--- config.mk ---
export PLATFORM = sky130hd
export DESIGN_NAME = dec_dly_comp_ctrl_flat
export DESIGN_NICKNAME = d
export VERILOG_FILES = /design/src/rtl/dec_dly_comp_ctrl_pkg.sv /design/src/rtl/dec_dly_comp_ctrl_if.sv /design/src/rtl/dec_dly_comp_rr_arb.sv /design/src/rtl/dec_dly_comp_ctrl.sv /design/src/flat_wrapper.sv
export SDC_FILE = /design/constraint.sdc
export NUM_CORES = 1
export LEC_CHECK = 0
export ABC_AREA = 1
export CAP_MARGIN = 5
export CORE_MARGIN = 10
export CORE_UTILIZATION = 41
export DETAILED_ROUTE_END_ITERATION = 6
export GPL_TIMING_DRIVEN = 0
export HOLD_SLACK_MARGIN = 0.02
export PLACE_DENSITY = 0.88
export SYNTH_ARGS = -nofsm -noshare
export SYNTH_HDL_FRONTEND = slang
export SYNTH_SLANG_ARGS = --single-unit
--- constraint.sdc ---
create_clock -name clk -period 1.4 [get_ports clk]
set_input_delay 0.28 -clock clk [delete_from_list [all_inputs] [get_ports clk]]
set_output_delay 0.28 -clock clk [all_outputs]
set_load 0.01 [all_outputs]
--- src/rtl/dec_dly_comp_ctrl_pkg.sv ---
// ---------------------------------------------------------------------------
// dec_dly_comp_ctrl_pkg
// Shared types and defaults for the delay-compensation config scheduler.
//   ctrl_state_t : controller FSM states
//   DEF_*        : default parameter values
//   clip_dly     : saturate a requested delay to the legal maximum
// ---------------------------------------------------------------------------
package dec_dly_comp_ctrl_pkg;

    typedef enum logic [1:0] {
        IDLE   = 2'd0,
        GRANT  = 2'd1,
        WRITE  = 2'd2,
        COMMIT = 2'd3
    } ctrl_state_t;

    localparam int DEF_N_CH    = 4;
    localparam int DEF_DLY_W   = 8;
    localparam int DEF_MAX_DLY = 200;
    localparam int DEF_CNT_W   = 16;

    // Delays above max_dly saturate rather than wrap.
    function automatic int clip_dly(input int dly, input int max_dly);
        return (dly > max_dly) ? max_dly : dly;
    endfunction

endpackage

--- src/rtl/dec_dly_comp_ctrl_if.sv ---
// ---------------------------------------------------------------------------
// dec_dly_comp_ctrl_if
// Handshake bundle between the config scheduler, its channel requesters and
// the datapath delay table.
//   req_valid/req_dly/req_ready : per-channel update requests
//   cfg_wr_en/cfg_wr_ch/cfg_wr_dly : shadow delay-table write port
//   commit_req/commit_ack : shadow-to-active commit handshake
// modport master : the controller; modport slave : requesters + datapath.
// ---------------------------------------------------------------------------
interface dec_dly_comp_ctrl_if #(
    parameter int N_CH  = 4,
    parameter int DLY_W = 8
) ();
    localparam int CH_W = $clog2(N_CH);

    logic [N_CH-1:0]       req_valid;
    logic [N_CH*DLY_W-1:0] req_dly;
    logic [N_CH-1:0]       req_ready;
    logic                  cfg_wr_en;
    logic [CH_W-1:0]       cfg_wr_ch;
    logic [DLY_W-1:0]      cfg_wr_dly;
    logic                  commit_req;
    logic                  commit_ack;

    modport master (
        input  req_valid, req_dly, commit_ack,
        output req_ready, cfg_wr_en, cfg_wr_ch, cfg_wr_dly, commit_req
    );

    modport slave (
        output req_valid, req_dly, commit_ack,
        input  req_ready, cfg_wr_en, cfg_wr_ch, cfg_wr_dly, commit_req
    );
endinterface

--- src/rtl/dec_dly_comp_rr_arb.sv ---
// ---------------------------------------------------------------------------
// dec_dly_comp_rr_arb
// Combinational round-robin selector: picks the first valid channel at or
// after ptr, wrapping around. The pointer register lives in the parent.
//   req_valid : per-channel request
//   ptr       : highest-priority channel this cycle
//   gnt       : selected channel (0 when none valid)
//   any_valid : at least one request present
// ---------------------------------------------------------------------------
module dec_dly_comp_rr_arb #(
    parameter int N_CH = 4,
    parameter int CH_W = $clog2(N_CH)
) (
    input  logic [N_CH-1:0] req_valid,
    input  logic [CH_W-1:0] ptr,
    output logic [CH_W-1:0] gnt,
    output logic            any_valid
);
    logic [CH_W-1:0] idx;

    // Walk from the farthest offset back to the pointer so the closest
    // valid channel is the last (winning) assignment.
    always_comb begin
        gnt       = '0;
        any_valid = 1'b0;
        idx       = '0;
        for (int k = N_CH - 1; k >= 0; k--) begin
            idx = CH_W'((int'(ptr) + k) % N_CH);
            if (req_valid[idx]) begin
                gnt       = idx;
                any_valid = 1'b1;
            end
        end
    end
endmodule

--- src/rtl/dec_dly_comp_ctrl.sv ---
// ---------------------------------------------------------------------------
// dec_dly_comp_ctrl
// Config scheduler for the decimation delay-compensation datapath. Shares the
// single delay-table write port between N_CH requesters (round-robin), clips
// requested delays to MAX_DLY, and on frame sync sequences a shadow-to-active
// commit with a req/ack handshake.
//   clk, areset_n : clock, async active-low reset
//   bus           : requests, table write port, commit handshake (master)
//   sync_in       : frame sync pulse
//   err_clr       : clears sticky errors (a coincident set wins)
//   cfg_busy      : FSM not in IDLE
//   commit_cnt    : completed commits, wrapping
//   err_clip      : sticky, a request exceeded MAX_DLY
//   err_sync_ovr  : sticky, a sync was dropped
// ---------------------------------------------------------------------------
import dec_dly_comp_ctrl_pkg::*;

module dec_dly_comp_ctrl #(
    parameter int N_CH    = DEF_N_CH,
    parameter int DLY_W   = DEF_DLY_W,
    parameter int MAX_DLY = DEF_MAX_DLY,
    parameter int CNT_W   = DEF_CNT_W
) (
    input  logic                clk,
    input  logic                areset_n,
    dec_dly_comp_ctrl_if.master bus,
    input  logic                sync_in,
    input  logic                err_clr,
    output logic                cfg_busy,
    output logic [CNT_W-1:0]    commit_cnt,
    output logic                err_clip,
    output logic                err_sync_ovr
);
    localparam int CH_W = $clog2(N_CH);

    ctrl_state_t      state;
    logic [CH_W-1:0]  ptr;
    logic [CH_W-1:0]  gnt_q;
    logic [CH_W-1:0]  arb_gnt;
    logic             arb_any;
    logic             sync_pend;
    logic [DLY_W-1:0] sel_dly;
    logic             clip_set;
    logic             ovr_set;

    dec_dly_comp_rr_arb #(.N_CH(N_CH), .CH_W(CH_W)) u_arb (
        .req_valid (bus.req_valid),
        .ptr       (ptr),
        .gnt       (arb_gnt),
        .any_valid (arb_any)
    );

    // Requesters hold data until they see req_ready, so the granted
    // channel's delay is still valid during GRANT.
    assign sel_dly  = bus.req_dly[int'(gnt_q)*DLY_W +: DLY_W];
    assign clip_set = (state == GRANT) && (int'(sel_dly) > MAX_DLY);
    // Only one sync can be queued; any sync while one is pending or a
    // commit is underway is lost.
    assign ovr_set  = sync_in && ((state == COMMIT) || sync_pend);

    always_ff @(posedge clk or negedge areset_n) begin
        if (!areset_n) begin
            state          <= IDLE;
            ptr            <= '0;
            gnt_q          <= '0;
            sync_pend      <= 1'b0;
            bus.req_ready  <= '0;
            bus.cfg_wr_en  <= 1'b0;
            bus.cfg_wr_ch  <= '0;
            bus.cfg_wr_dly <= '0;
            bus.commit_req <= 1'b0;
            cfg_busy       <= 1'b0;
            commit_cnt     <= '0;
            err_clip       <= 1'b0;
            err_sync_ovr   <= 1'b0;
        end else begin
            bus.req_ready <= '0;
            bus.cfg_wr_en <= 1'b0;
            err_clip      <= clip_set | (err_clip & ~err_clr);
            err_sync_ovr  <= ovr_set  | (err_sync_ovr & ~err_clr);
            if (sync_in && !ovr_set)
                sync_pend <= 1'b1;

            case (state)
                IDLE: begin
                    if (sync_pend) begin
                        state          <= COMMIT;
                        sync_pend      <= 1'b0;
                        bus.commit_req <= 1'b1;
                        cfg_busy       <= 1'b1;
                    end else if (arb_any) begin
                        state         <= GRANT;
                        gnt_q         <= arb_gnt;
                        bus.req_ready <= N_CH'(1) << arb_gnt;
                        cfg_busy      <= 1'b1;
                    end
                end
                GRANT: begin
                    state          <= WRITE;
                    bus.cfg_wr_en  <= 1'b1;
                    bus.cfg_wr_ch  <= gnt_q;
                    bus.cfg_wr_dly <= DLY_W'(clip_dly(int'(sel_dly), MAX_DLY));
                    ptr            <= (gnt_q == CH_W'(N_CH - 1)) ? '0 : gnt_q + CH_W'(1);
                end
                WRITE: begin
                    state    <= IDLE;
                    cfg_busy <= 1'b0;
                end
                COMMIT: begin
                    if (bus.commit_ack) begin
                        state          <= IDLE;
                        bus.commit_req <= 1'b0;
                        commit_cnt     <= commit_cnt + CNT_W'(1);
                        cfg_busy       <= 1'b0;
                    end
                end
                default: begin
                    state          <= IDLE;
                    bus.commit_req <= 1'b0;
                    cfg_busy       <= 1'b0;
                end
            endcase
        end
    end
endmodule

--- src/flat_wrapper.sv ---
// flat-port wrapper written by rule: the top's interface ports become plain ports
module dec_dly_comp_ctrl_flat 
#(
    parameter int N_CH    = DEF_N_CH,
    parameter int DLY_W   = DEF_DLY_W,
    parameter int MAX_DLY = DEF_MAX_DLY,
    parameter int CNT_W   = DEF_CNT_W
)
  (clk, areset_n, sync_in, err_clr, cfg_busy, commit_cnt, err_clip, err_sync_ovr, bus_req_valid, bus_req_dly, bus_commit_ack, bus_req_ready, bus_cfg_wr_en, bus_cfg_wr_ch, bus_cfg_wr_dly, bus_commit_req);
  dec_dly_comp_ctrl_if #(.N_CH(N_CH), .DLY_W(DLY_W)) bus_i ();
  input  logic clk;
  input  logic areset_n;
  input  logic sync_in;
  input  logic err_clr;
  output logic cfg_busy;
  output logic [CNT_W-1:0] commit_cnt;
  output logic err_clip;
  output logic err_sync_ovr;
  input wire logic [$bits(bus_i.req_valid)-1:0] bus_req_valid;
  input wire logic [$bits(bus_i.req_dly)-1:0] bus_req_dly;
  input wire logic [$bits(bus_i.commit_ack)-1:0] bus_commit_ack;
  output wire logic [$bits(bus_i.req_ready)-1:0] bus_req_ready;
  output wire logic [$bits(bus_i.cfg_wr_en)-1:0] bus_cfg_wr_en;
  output wire logic [$bits(bus_i.cfg_wr_ch)-1:0] bus_cfg_wr_ch;
  output wire logic [$bits(bus_i.cfg_wr_dly)-1:0] bus_cfg_wr_dly;
  output wire logic [$bits(bus_i.commit_req)-1:0] bus_commit_req;
  assign bus_i.req_valid = bus_req_valid;
  assign bus_i.req_dly = bus_req_dly;
  assign bus_i.commit_ack = bus_commit_ack;
  assign bus_req_ready = bus_i.req_ready;
  assign bus_cfg_wr_en = bus_i.cfg_wr_en;
  assign bus_cfg_wr_ch = bus_i.cfg_wr_ch;
  assign bus_cfg_wr_dly = bus_i.cfg_wr_dly;
  assign bus_commit_req = bus_i.commit_req;
  dec_dly_comp_ctrl #(.N_CH(N_CH), .DLY_W(DLY_W), .MAX_DLY(MAX_DLY), .CNT_W(CNT_W)) u_core (.clk(clk), .areset_n(areset_n), .bus(bus_i), .sync_in(sync_in), .err_clr(err_clr), .cfg_busy(cfg_busy), .commit_cnt(commit_cnt), .err_clip(err_clip), .err_sync_ovr(err_sync_ovr));
endmodule
==> out/qor.csv, run 1 <==
metric,value,unit
# fillers,469,
"Slew Viols, Final",0,
Die Wd,94.7,um
"critical path fanouts, max",7,
Multi-input gate area,0.00124,sq mm
reg2reg end,u_core.bus.cfg_wr_dly[2]$_DFFE_PN0P_,
Starting DRT DRC Count,48,
Worst Hold Class,primary input to async pin,
Routed WL,6.45,mm
GPL Wtd Cong,0.829,
largest net degree at the start of global routing,43,
Reg area,0.00105,sq mm
"delay-heaviest family, CP",flip-flops,
diode count,0,
max-cap violations,0,
Cell Rows,27,
Routed WL per cell,13.7,um
Mean Syn Cell Area,7.83,sq um
routed vias/inst,4.75,
Fmax,0.679,GHz
first-pass GRT wire length,10.0,mm
clk_lat worst skew,0.29,ns
cells on worst reg2reg path,9,
DRC viols,0,
placed standard-cell area,0.00312,sq mm
CTS Root Cell,clkbuf_8,
fin crit period,1.47,ns
cts-stage hold buffer count,0,
"Reg clk slew, reported paths",0.08,ns
CTS Sinks,42,
most frequent cells in the layout,"nand2_1 (92), dfrtp_1 (40), clkdlybuf4s50_1 (38)",
routed vias,2234,
Bufs and invs on worst path,3,
CP endpoint kind,flop,
Final Net Count,441,
Final Hold Fails,0,
CP Cell Sequence,buf_6 -> inv_8 -> buf_6 -> o21ai_2 -> o22a_1 -> nor2_2 -> nand2_4 -> nand2_1 -> nand2_1,
r2r setup slk,-0.07,ns
crit-path max cell delay,0.40,ns
# IOs,76,
vias in the first global route,2289,
total track usage,13.7,%
Die H,94.7,um
power density cells,1890,mW/mm^2
final hold slack,0.128,ns
maximum clock path buffer count,2,
initial antenna violation count,0,
cell area after synthesis,0.00229,sq mm
TritonCTS Buffers,5,
"Seq/Total Area, Yosys",46.0,%
Layout area overhead,56.3,%
count of input and output buffers,75,
CP Data Arrival Time,1.66,ns
Syn Nets,335,
leakage dissipation,1.93,nW
Crit Reg-Reg Startpoint,u_core.gnt_q[0]$_DFFE_PN0P_,
VDD IR max,1.09,mV
Ys Warns,0,
PnR worst setup slack,-0.0728,ns
slew margin rel.,38.2,%
violated checks,negative setup slack,
RSZ-0062 raised after global routing,true,
final setup skew,0.00739,ns
Startpoint Class,flop,
critical setup path kind,flop to flop,
Critical Path RT,1.59,ns
initial cell density of the core,41.8,%
GRT overflow,0,
CTS tree,yes,
H-tree levels,2,
post-route ant nets,0,
"commonest non-fill, non-tap cell in the layout",nand2_1,
synthesized instance count,292,
"Slowest-stage cell, CP",dfrtp_1,
Yosys cell types,32,
Worst Tran Pin Value,0.927,ns
Die Footprint,0.00896,sq mm
post-layout util,65.3,%
Core Box Area,0.00547,sq mm
HPWL Detailed,4.59,mm
count of state elements after synthesis,42,
Final Cycle Share,105,%
Final setup viols,15,
share of post-route cells with drive strength above 1,24.9,%
TritonRoute pass-1 iters,4,
final instance area,0.00357,sq mm
status,"finished, violations left",
-- worst max path at each step --
stage	start	endpoint	depth (start not counted)
2_1_floorplan	u_core.gnt_q[0]$_DFFE_PN0P_	u_core.bus.cfg_wr_dly[0]$_DFFE_PN0P_	9
3_3_place_gp	areset_n	u_core.bus.cfg_wr_dly[1]$_DFFE_PN0P_	1
3_5_place_dp	bus_commit_ack	u_core.commit_cnt[15]$_DFFE_PN0P_	9
4_1_cts	u_core.gnt_q[0]$_DFFE_PN0P_	u_core.bus.cfg_wr_dly[2]$_DFFE_PN0P_	9
5_1_grt	u_core.ptr[0]$_DFFE_PN0P_	u_core.bus.req_ready[2]$_DFF_PN0_	10
6_report	u_core.gnt_q[0]$_DFFE_PN0P_	u_core.bus.cfg_wr_dly[2]$_DFFE_PN0P_	9
-- power breakdown --
part	switching, mW	total (mW)	internal (mW)	leakage, nW
sequential	0.298	1.92	1.63	0.530
combinational	2.25	3.87	1.63	1.34
clock	0.397	0.968	0.571	0.0573
-- per-layer routing --
layer  GRT usage, %  part of all wire, %
met5              0                    0
met3           5.79                  9.4
met2           26.0                   52
met4           3.62                 0.82
met1           13.2                   38
-- cells by family after synthesis --
kind of cell	share of synthesized area (%)
DFF	46.0
adders and majority gates	1.09
xor gates and xnor gates	5.36
AOI/OAI and AO/OA	5.42
and+or+nand+nor	35.7
buffers and inverters	6.40
-- cells in the mapped netlist (all sizes together) --
| library cell | count | area [sq um] |
|---|---|---|
| nand3 | 25 | 135 |
| o21bai | 1 | 11.3 |
| nor3b | 1 | 7.51 |
| o21ai | 13 | 65.1 |
| xnor2 | 6 | 52.6 |
| clkinv | 1 | 3.75 |
| a21oi | 3 | 26.3 |
| nand2 | 118 | 470 |
| o22a | 1 | 8.76 |
| xor2 | 8 | 70.1 |
| o22ai | 2 | 12.5 |
| buf | 5 | 38.8 |
| and3 | 1 | 6.26 |
| dfrtp | 42 | 1050 |
| nor2 | 34 | 179 |
| clkbuf | 1 | 3.75 |
| nand3b | 2 | 18.8 |
| inv | 26 | 100 |
| ha | 2 | 25.0 |
-- layout make-up --
type                       count  share of cell area (%)
buffer                         6                    1.44
timing repair buffer          99                    25.3
sequential                    42                    29.5
tap                           72                    2.52
clock inverter                 1                   0.841
clock buffer                   6                    2.31
multi-input combinational    217                    34.7
inverter                      27                    3.40
-- sequential cells by signal, indices dropped and copies added (netlist names) --
name                   flops
u_core.cfg_busy            1
u_core.bus.cfg_wr_en       1
u_core.err_sync_ovr        1
u_core.sync_pend           1
u_core.bus.cfg_wr_ch       2
u_core.bus.req_ready       4
u_core.err_clip            1
u_core.commit_cnt         16
u_core.state               2
u_core.ptr                 2
u_core.bus.commit_req      1
u_core.bus.cfg_wr_dly      8
u_core.gnt_q               2
-- through the flow --
step                      total power [mW]  setup WS (ns)  TNS [ns]  instances
after floorplan                       3.99         0.0361         0        292
after global placement                5.09         -0.958    -45.52        439
after detailed placement              5.22         -0.424     -6.61        439
after CTS                             6.40        -0.0506    -0.208        461
after global routing                  7.31         -0.190     -2.24        470
final                                 6.76        -0.0728    -0.486        470
-- timing repair --
action                                  CTS  global route
gates cloned                              1             0
buffers inserted                         14             9
pin swaps                                10            19
endpoints found under the setup margin   60            22
resized for setup                        63            34
Note: power is estimated with default switching activity, not from simulation.
==> inputs of run 2 (changes only) <==
==> constraint.sdc (replaced) <==
create_clock -name clk -period 1.4 [get_ports clk]
set_input_delay 0.14 -clock clk [delete_from_list [all_inputs] [get_ports clk]]
set_output_delay 0.14 -clock clk [all_outputs]
set_load 0.01 [all_outputs]
==> run 2 against run 1 <==
Compared with the run above:
- combinational power rose by 8.0%
- the run still ends with negative setup slack left
- critical path depth rose by 1
- clock power grew 1%
==> out/qor.csv, run 2 (synthesized netlist as in run 1, its figures left out) <==
metric,value,unit,change
RSZ-0062 raised after global routing,true,,unchanged
CP endpoint kind,flop,,unchanged
"delay-heaviest family, CP",simple AND/OR/NAND/NOR gates,,was flip-flops
Worst Hold Class,primary input to async pin,,unchanged
Setup TNS Final,-0.899,ns,was -0.486 ns
initial antenna violation count,0,,unchanged
slew margin rel.,62.1,%,was 38.2%
max-cap violations,0,,unchanged
CP Cell Sequence,buf_6 -> inv_8 -> buf_6 -> nor2_2 -> o22ai_1 -> nand2_1 -> nand2_2 -> nand2_4 -> nand2_1 -> nand2_1,,was buf_6 -> inv_8 -> buf_6 -> o21ai_2 -> o22a_1 -> nor2_2 -> nand2_4 -> nand2_1 -> nand2_1
initial cell density of the core,41.8,%,unchanged
Routed WL,6.74,mm,was 6.45 mm
CTS tree,yes,,unchanged
DRC viols,0,,unchanged
"Reg clk slew, reported paths",0.08,ns,about the same
Regs by FF count,"u_core.commit_cnt x16, u_core.bus.cfg_wr_dly x8, u_core.bus.req_ready x4",,unchanged
Core Box Area,0.00547,sq mm,unchanged
GRT overflow,0,,unchanged
Flop pwr share,27.4,%,was 28.4%
GPL Wtd Cong,0.829,,unchanged
Layout area overhead,62.0,%,was 56.3%
"Slew Viols, Final",0,,unchanged
diode count,0,,unchanged
maximum clock path buffer count,2,,unchanged
# IOs,76,,unchanged
final hold slack,0.424,ns,was 0.128 ns
end of the critical path,u_core.bus.cfg_wr_dly[5]$_DFFE_PN0P_,,was u_core.bus.cfg_wr_dly[2]$_DFFE_PN0P_
first-pass GRT wire length,10.1,mm,was 10.0 mm
Gate power share,58.8,%,was 57.3%
count of input and output buffers,75,,unchanged
TritonRoute pass-1 iters,5,,was 4
sw power,3.05,mW,was 2.94 mW
Sw Share,43.0,%,was 43.5%
critical setup path kind,flop to flop,,unchanged
vias in the first global route,2306,,was 2289
share of post-route cells with drive strength above 1,26.8,%,was 24.9%
Cell Rows,27,,unchanged
post-route ant nets,0,,unchanged
Die Wd,94.7,um,unchanged
leakage dissipation,1.95,nW,was 1.93 nW
CTS Root Cell,clkbuf_8,,unchanged
reg2reg end,u_core.bus.cfg_wr_dly[5]$_DFFE_PN0P_,,was u_core.bus.cfg_wr_dly[2]$_DFFE_PN0P_
cells on worst reg2reg path,10,,was 9
number of flip-flops in the largest register,16,,unchanged
status,"finished, violations left",,unchanged
r2r setup slk,-0.10,ns,was -0.07 ns
Final setup viols,18,,was 15
total track usage,13.8,%,was 13.7%
Die Footprint,0.00896,sq mm,unchanged
TritonCTS Buffers,5,,unchanged
HPWL Detailed,4.59,mm,unchanged
Critical Path RT,1.58,ns,was 1.59 ns
Final Total Pwr,7.10,mW,was 6.76 mW
power density cells,1920,mW/mm^2,was 1890 mW/mm^2
routed vias/inst,4.76,,was 4.75
H-tree levels,2,,unchanged
Final Net Count,446,,was 441
Final Hold Fails,0,,unchanged
most frequent CP cell,nand2_1,,
fin crit period,1.50,ns,was 1.47 ns
CTS Sinks,42,,unchanged
"commonest non-fill, non-tap cell in the layout",nand2_1,,unchanged
crit-path max cell delay,0.40,ns,about the same
CP Data Arrival Time,1.68,ns,was 1.66 ns
Starting DRT DRC Count,88,,was 48
Top reg by flops,u_core.commit_cnt,,unchanged
largest net degree at the start of global routing,43,,unchanged
Crit Reg-Reg Startpoint,u_core.gnt_q[0]$_DFFE_PN0P_,,unchanged
Startpoint Class,flop,,unchanged
Setup crit start,u_core.gnt_q[0]$_DFFE_PN0P_,,unchanged
PnR worst setup slack,-0.101,ns,was -0.0728 ns
VDD IR max,1.25,mV,was 1.09 mV
Die H,94.7,um,unchanged
Fmax,0.666,GHz,was 0.679 GHz
clock network power share,13.8,%,was 14.3%
clk_lat worst skew,0.29,ns,about the same
most frequent cells in the layout,"nand2_1 (90), clkdlybuf4s50_1 (63), dfrtp_1 (40)",,"was nand2_1 (92), dfrtp_1 (40), clkdlybuf4s50_1 (38)"
Worst Tran Pin Value,0.568,ns,was 0.927 ns
routed vias,2261,,was 2234
# fillers,433,,was 469
"Slowest-stage cell, CP",dfrtp_1,,unchanged
violated checks,negative setup slack,,unchanged
CP Depth,10,,was 9
"critical path fanouts, max",7,,unchanged
Final Cycle Share,107,%,was 105%
Routed WL per cell,14.2,um,was 13.7 um
final setup skew,0.00487,ns,was 0.00739 ns
Bufs and invs on worst path,3,,unchanged
Int Pwr,4.05,mW,was 3.82 mW
## run 2: worst min-delay path by stage
| stage | start | to | slack, ns |
|---|---|---|---|
| 3_3_place_gp | u_core.bus.commit_req$_DFFE_PN0P_ | u_core.bus.commit_req$_DFFE_PN0P_ | 0.46 |
| 5_1_grt | areset_n | u_core.commit_cnt[15]$_DFFE_PN0P_ | 0.47 |
| 4_1_cts | sync_in | u_core.err_sync_ovr$_DFF_PN0_ | 0.45 |
| 2_1_floorplan | areset_n | u_core.bus.cfg_wr_ch[0]$_DFFE_PN0P_ | -0.16 |
| 3_5_place_dp | areset_n | u_core.commit_cnt[14]$_DFFE_PN0P_ | 0.33 |
| 6_report | areset_n | u_core.commit_cnt[11]$_DFFE_PN0P_ | 0.42 |
## run 2: repair_timing
action / in CTS / in global routing
pin swaps: 10 / 24
resized for setup: 26 / 57
buffers inserted: 15 / 12
endpoints found under the setup margin: 31 / 31
hold buffers: 1 / 0
hold endpoints to repair: 19 / 0
gates cloned: 1 / 0
## run 2: worst reg2reg max path: stages (launching register included)
cell and delay (ns):
dfrtp_1 0.40, buf_6 0.15, inv_8 0.06, buf_6 0.11
nor2_2 0.04, o22ai_1 0.21, nand2_1 0.11, nand2_2 0.10
nand2_4 0.09, nand2_1 0.07, nand2_1 0.04
## run 2: cell type report
cell class	count	area, sq um	share of cell area (%)
tap	72	90.1	2.43
clock buffer	6	82.6	2.23
timing repair buffer	104	1000	27.0
clock inverter	1	30.0	0.811
multi-input combinational	217	1270	34.2
inverter	27	121	3.28
sequential	42	1050	28.4
buffer	6	58.8	1.59
## run 2: power groups by stage
stage	sequential [mW]	clock (mW)	combinational (mW)
6_report	1.95	0.980	4.18
4_1_cts	1.93	0.988	3.63
5_1_grt	2.00	1.04	4.58
3_3_place_gp	1.91	0	3.18
3_5_place_dp	1.94	0	3.28
2_1_floorplan	2.03	0	1.96
## run 2: layer usage
metal  GRT usage, %  vias to the layer above  routed length [um]
li1               -                     1127                   -
met1           13.5                     1049                2490
met2           26.3                       77                3570
met3           5.47                        8                 629
met4           3.74                        0                  51
met5              0                        -                   0
## run 2: through the flow
stage                     util (%)  area (sq um)  setup WS (ns)  cells
final                         67.7          3700         -0.101    475
after CTS                     62.6          3430        -0.0505    463
after global routing          67.7          3700         -0.197    475
after detailed placement      57.0          3120         -0.284    439
after global placement        57.1          3130         -0.818    439
after floorplan                  -          2290         0.0361    292
==> inputs of run 3 (changes only) <==
--- a/config.mk
+++ b/config.mk
@@ -5,14 +5,14 @@
 export SDC_FILE = /design/constraint.sdc
 export NUM_CORES = 1
 export LEC_CHECK = 0
-export ABC_AREA = 1
+export ABC_AREA = 0
 export CAP_MARGIN = 5
 export CORE_MARGIN = 10
-export CORE_UTILIZATION = 41
+export CORE_UTILIZATION = 40
 export DETAILED_ROUTE_END_ITERATION = 6
 export GPL_TIMING_DRIVEN = 0
-export HOLD_SLACK_MARGIN = 0.02
-export PLACE_DENSITY = 0.88
+export HOLD_SLACK_MARGIN = 0.03
+export PLACE_DENSITY_LB_ADDON = 0.3
 export SYNTH_ARGS = -nofsm -noshare
 export SYNTH_HDL_FRONTEND = slang
 export SYNTH_SLANG_ARGS = --single-unit
==> run 3 against run 2 <==
Compared with the run above:
- the run still ends with negative setup slack left
- sequential share of layout area is 4.1 points higher
- critical path depth shrank 5
- worst hold slack got worse by 0.19 ns
- clock power shrank 19%
- largest power group unchanged
- via count is 24% lower
- non-clock buffer count fell by 10
- total power decreased by 24%
- combinational power decreased by 35%
- fmax down 17%
- sequential power down 4%
==> out/qor.csv, run 3 <==
metric,value,unit,change
PnR worst setup slack,-0.411,ns,was -0.101 ns
Critical Path RT,1.63,ns,was 1.58 ns
CTS tree,yes,,unchanged
initial cell density of the core,42.1,%,was 41.8%
initial antenna violation count,0,,unchanged
count of state elements after synthesis,42,,unchanged
routed vias/inst,4.95,,was 4.76
Synth async-reset ratio,100,%,unchanged
"Seq/Total Area, Yosys",51.9,%,was 46.0%
number of flip-flops in the largest register,16,,unchanged
Worst Tran Pin Value,0.355,ns,was 0.568 ns
Flop pwr share,34.9,%,was 27.4%
CP endpoint kind,flop,,unchanged
share of post-route cells with drive strength above 1,23.4,%,was 26.8%
RSZ-0062 raised after global routing,true,,unchanged
VDD IR max,0.783,mV,was 1.25 mV
Synth area leader,dfrtp_1,,unchanged
placed insts,323,,was 439
Gate power share,50.3,%,was 58.8%
Cell Rows,25,,was 27
maximum clock path buffer count,2,,unchanged
"top cells by area, synth","dfrtp_1 (52%), mux4_1 (7.8%), nand2_1 (5.6%)",,"was dfrtp_1 (46%), nand2_1 (18%), nand3_1 (5.0%)"
Final Net Count,324,,was 446
Syn Nets,223,,was 335
Sw Share,36.1,%,was 43.0%
cells on worst reg2reg path,5,,was 10
Routed WL per cell,16.1,um,was 14.2 um
synthesized instance count,180,,was 292
Setup crit start,u_core.gnt_q[0]$_DFFE_PN0P_,,unchanged
clk_lat worst skew,0.30,ns,was 0.29 ns
CP Data Arrival Time,2.04,ns,was 1.68 ns
leakage dissipation,1.54,nW,was 1.95 nW
count of input and output buffers,75,,unchanged
Most used DFF post-synth,dfrtp_1,,unchanged
TritonCTS Buffers,5,,unchanged
Setup TNS Final,-2.23,ns,was -0.899 ns
Die H,91.2,um,was 94.7 um
Yosys cell types,38,,was 32
max-cap violations,0,,unchanged
final instance area,0.00324,sq mm,was 0.00370 sq mm
Routed WL,5.63,mm,was 6.74 mm
clock network power share,14.7,%,was 13.8%
Core Box Area,0.00482,sq mm,was 0.00547 sq mm
Die Footprint,0.00831,sq mm,was 0.00896 sq mm
end of the critical path,u_core.bus.cfg_wr_dly[2]$_DFFE_PN0P_,,was u_core.bus.cfg_wr_dly[5]$_DFFE_PN0P_
# IOs,76,,unchanged
vias in the first global route,1760,,was 2306
critical setup path kind,flop to flop,,unchanged
CTS Sinks,42,,unchanged
final std cells w/o fill,349,,was 475
routed vias,1727,,was 2261
Layout area overhead,59.9,%,was 62.0%
Final Cycle Share,129,%,was 107%
placed standard-cell area,0.00289,sq mm,was 0.00312 sq mm
Synth top cells by count,"dfrtp_1 (42), nand2_1 (30), xnor2_1 (9)",,"was nand2_1 (109), dfrtp_1 (42), nor2_1 (27)"
total track usage,13.2,%,was 13.8%
Starting DRT DRC Count,52,,was 88
GRT overflow,0,,unchanged
Worst Hold Class,primary input to async pin,,unchanged
final setup skew,0.00899,ns,was 0.00487 ns
slew margin rel.,76.1,%,was 62.1%
GPL Wtd Cong,0.821,,was 0.829
Final setup viols,9,,was 18
power density cells,1660,mW/mm^2,was 1920 mW/mm^2
Ys Warns,0,,unchanged
Regs by FF count,"u_core.commit_cnt x16, u_core.bus.cfg_wr_dly x8, u_core.bus.req_ready x4",,unchanged
TritonRoute pass-1 iters,4,,was 5
most frequent cells in the layout,"clkdlybuf4s50_1 (58), dfrtp_1 (40), nand2_1 (29)",,"was nand2_1 (90), clkdlybuf4s50_1 (63), dfrtp_1 (40)"
Crit Reg-Reg Startpoint,u_core.gnt_q[0]$_DFFE_PN0P_,,unchanged
CTS Root Cell,clkbuf_8,,unchanged
H-tree levels,2,,unchanged
"Reg clk slew, reported paths",0.08,ns,about the same
Die Wd,91.2,um,was 94.7 um
DRC viols,0,,unchanged
top-count cell post-synth,dfrtp_1,,was nand2_1
Post-synth EDFFs,0,,unchanged
reg2reg end,u_core.bus.cfg_wr_dly[2]$_DFFE_PN0P_,,was u_core.bus.cfg_wr_dly[5]$_DFFE_PN0P_
Final Total Pwr,5.40,mW,was 7.10 mW
Mean Syn Cell Area,11.3,sq um,was 7.83 sq um
post-layout util,67.3,%,was 67.7%
# fillers,416,,was 433
dpl ws,-0.567,ns,was -0.284 ns
"commonest non-fill, non-tap cell in the layout",clkdlybuf4s50_1,,was nand2_1
HPWL Detailed,4.22,mm,was 4.59 mm
post-route ant nets,0,,unchanged
fin crit period,1.81,ns,was 1.50 ns
diode count,0,,unchanged
cell area after synthesis,0.00203,sq mm,was 0.00229 sq mm
Startpoint Class,flop,,unchanged
r2r setup slk,-0.41,ns,was -0.10 ns
Int Pwr,3.45,mW,was 4.05 mW
"critical path fanouts, max",6,,was 7
violated checks,negative setup slack,,unchanged
top cell type's share of synthesized area,51.9,%,was 46.0%
status,"finished, violations left",,unchanged
first-pass GRT wire length,8.84,mm,was 10.1 mm
"Slew Viols, Final",0,,unchanged
final hold slack,0.232,ns,was 0.424 ns
largest net degree at the start of global routing,35,,was 43
sw power,1.95,mW,was 3.05 mW
Fmax,0.552,GHz,was 0.666 GHz
Final Hold Fails,0,,unchanged
Top reg by flops,u_core.commit_cnt,,unchanged
-- run 3: changes by cell type after synthesis, moves of 6 or more --
cell     change
a21oi_1      +6
nand2_1     -79
mux4_1       +6
nor2_1      -20
inv_1       -18
nand3_1     -16
nand2_2      -8
-- run 3: worst max-delay path, stage by stage, from the launching register on --
cell	delay (ns)
dfrtp_1	0.41
buf_6	0.16
mux4_2	0.50
or3_4	0.40
a21oi_4	0.15
a22o_1	0.13
-- run 3: worst min path at each step --
stage / start / endpoint / slack [ns] / cells after the start
after global routing: areset_n / u_core.cfg_busy$_DFFE_PN0P_ / 0.25 / 2
final: areset_n / u_core.cfg_busy$_DFFE_PN0P_ / 0.23 / 2
after global placement: u_core.commit_cnt[15]$_DFFE_PN0P_ / u_core.commit_cnt[15]$_DFFE_PN0P_ / 0.45 / 1
after floorplan: areset_n / u_core.bus.cfg_wr_ch[0]$_DFFE_PN0P_ / -0.16 / 0
after detailed placement: areset_n / u_core.ptr[1]$_DFFE_PN0P_ / 0.02 / 1
after CTS: areset_n / u_core.cfg_busy$_DFFE_PN0P_ / 0.23 / 2
-- run 3: final cells by class --
class | count | area [sq um] | share of cell area [%]
inverter | 7 | 30.0 | 0.926
sequential | 42 | 1050 | 32.5
multi-input combinational | 125 | 1010 | 31.2
buffer | 6 | 45.0 | 1.39
clock inverter | 3 | 23.8 | 0.733
tap | 67 | 83.8 | 2.59
clock buffer | 5 | 68.8 | 2.12
timing repair buffer | 94 | 926 | 28.6
-- run 3: cell families (layout without fill, tap and decap cells) --
kind of cell	Yosys count	after routing	share of synthesized area, %
xor gates and xnor gates	15	15	6.48
AOI/OAI and AO/OA	26	26	7.90
and+or+nand+nor	70	70	17.2
buffers and inverters	13	115	3.27
muxes	12	12	12.1
adders and majority gates	2	2	1.23
DFF	42	42	51.9
-- run 3: routing by layer --
metal  wire length (um)  vias to the layer above  GRT usage (%)
li1                   -                      839              -
met5                  0                        -              0
met2               2930                       46           23.3
met3                304                        7           3.62
met1               2300                      835           14.7
met4                102                        0           5.35
-- run 3: timing repair --
| item | in CTS | in global routing |
|---|---|---|
| hold buffers | 1 | 0 |
| setup buffers | 11 | 6 |
| endpoints found under the hold margin | 42 | 0 |
| endpoints found under the setup margin | 37 | 33 |
| pin swaps | 5 | 11 |
| gates resized for setup | 26 | 29 |
| cloned | 0 | 0 |
-- run 3: power groups by stage --
| stage | logic (mW) | clock network [mW] | registers, mW |
|---|---|---|---|
| detailed placement | 2.28 | 0 | 1.91 |
| global placement | 2.23 | 0 | 1.89 |
| CTS | 2.57 | 0.814 | 1.88 |
| finish | 2.72 | 0.796 | 1.88 |
| floorplan | 1.19 | 0 | 1.99 |
| global route | 2.98 | 0.882 | 1.94 |
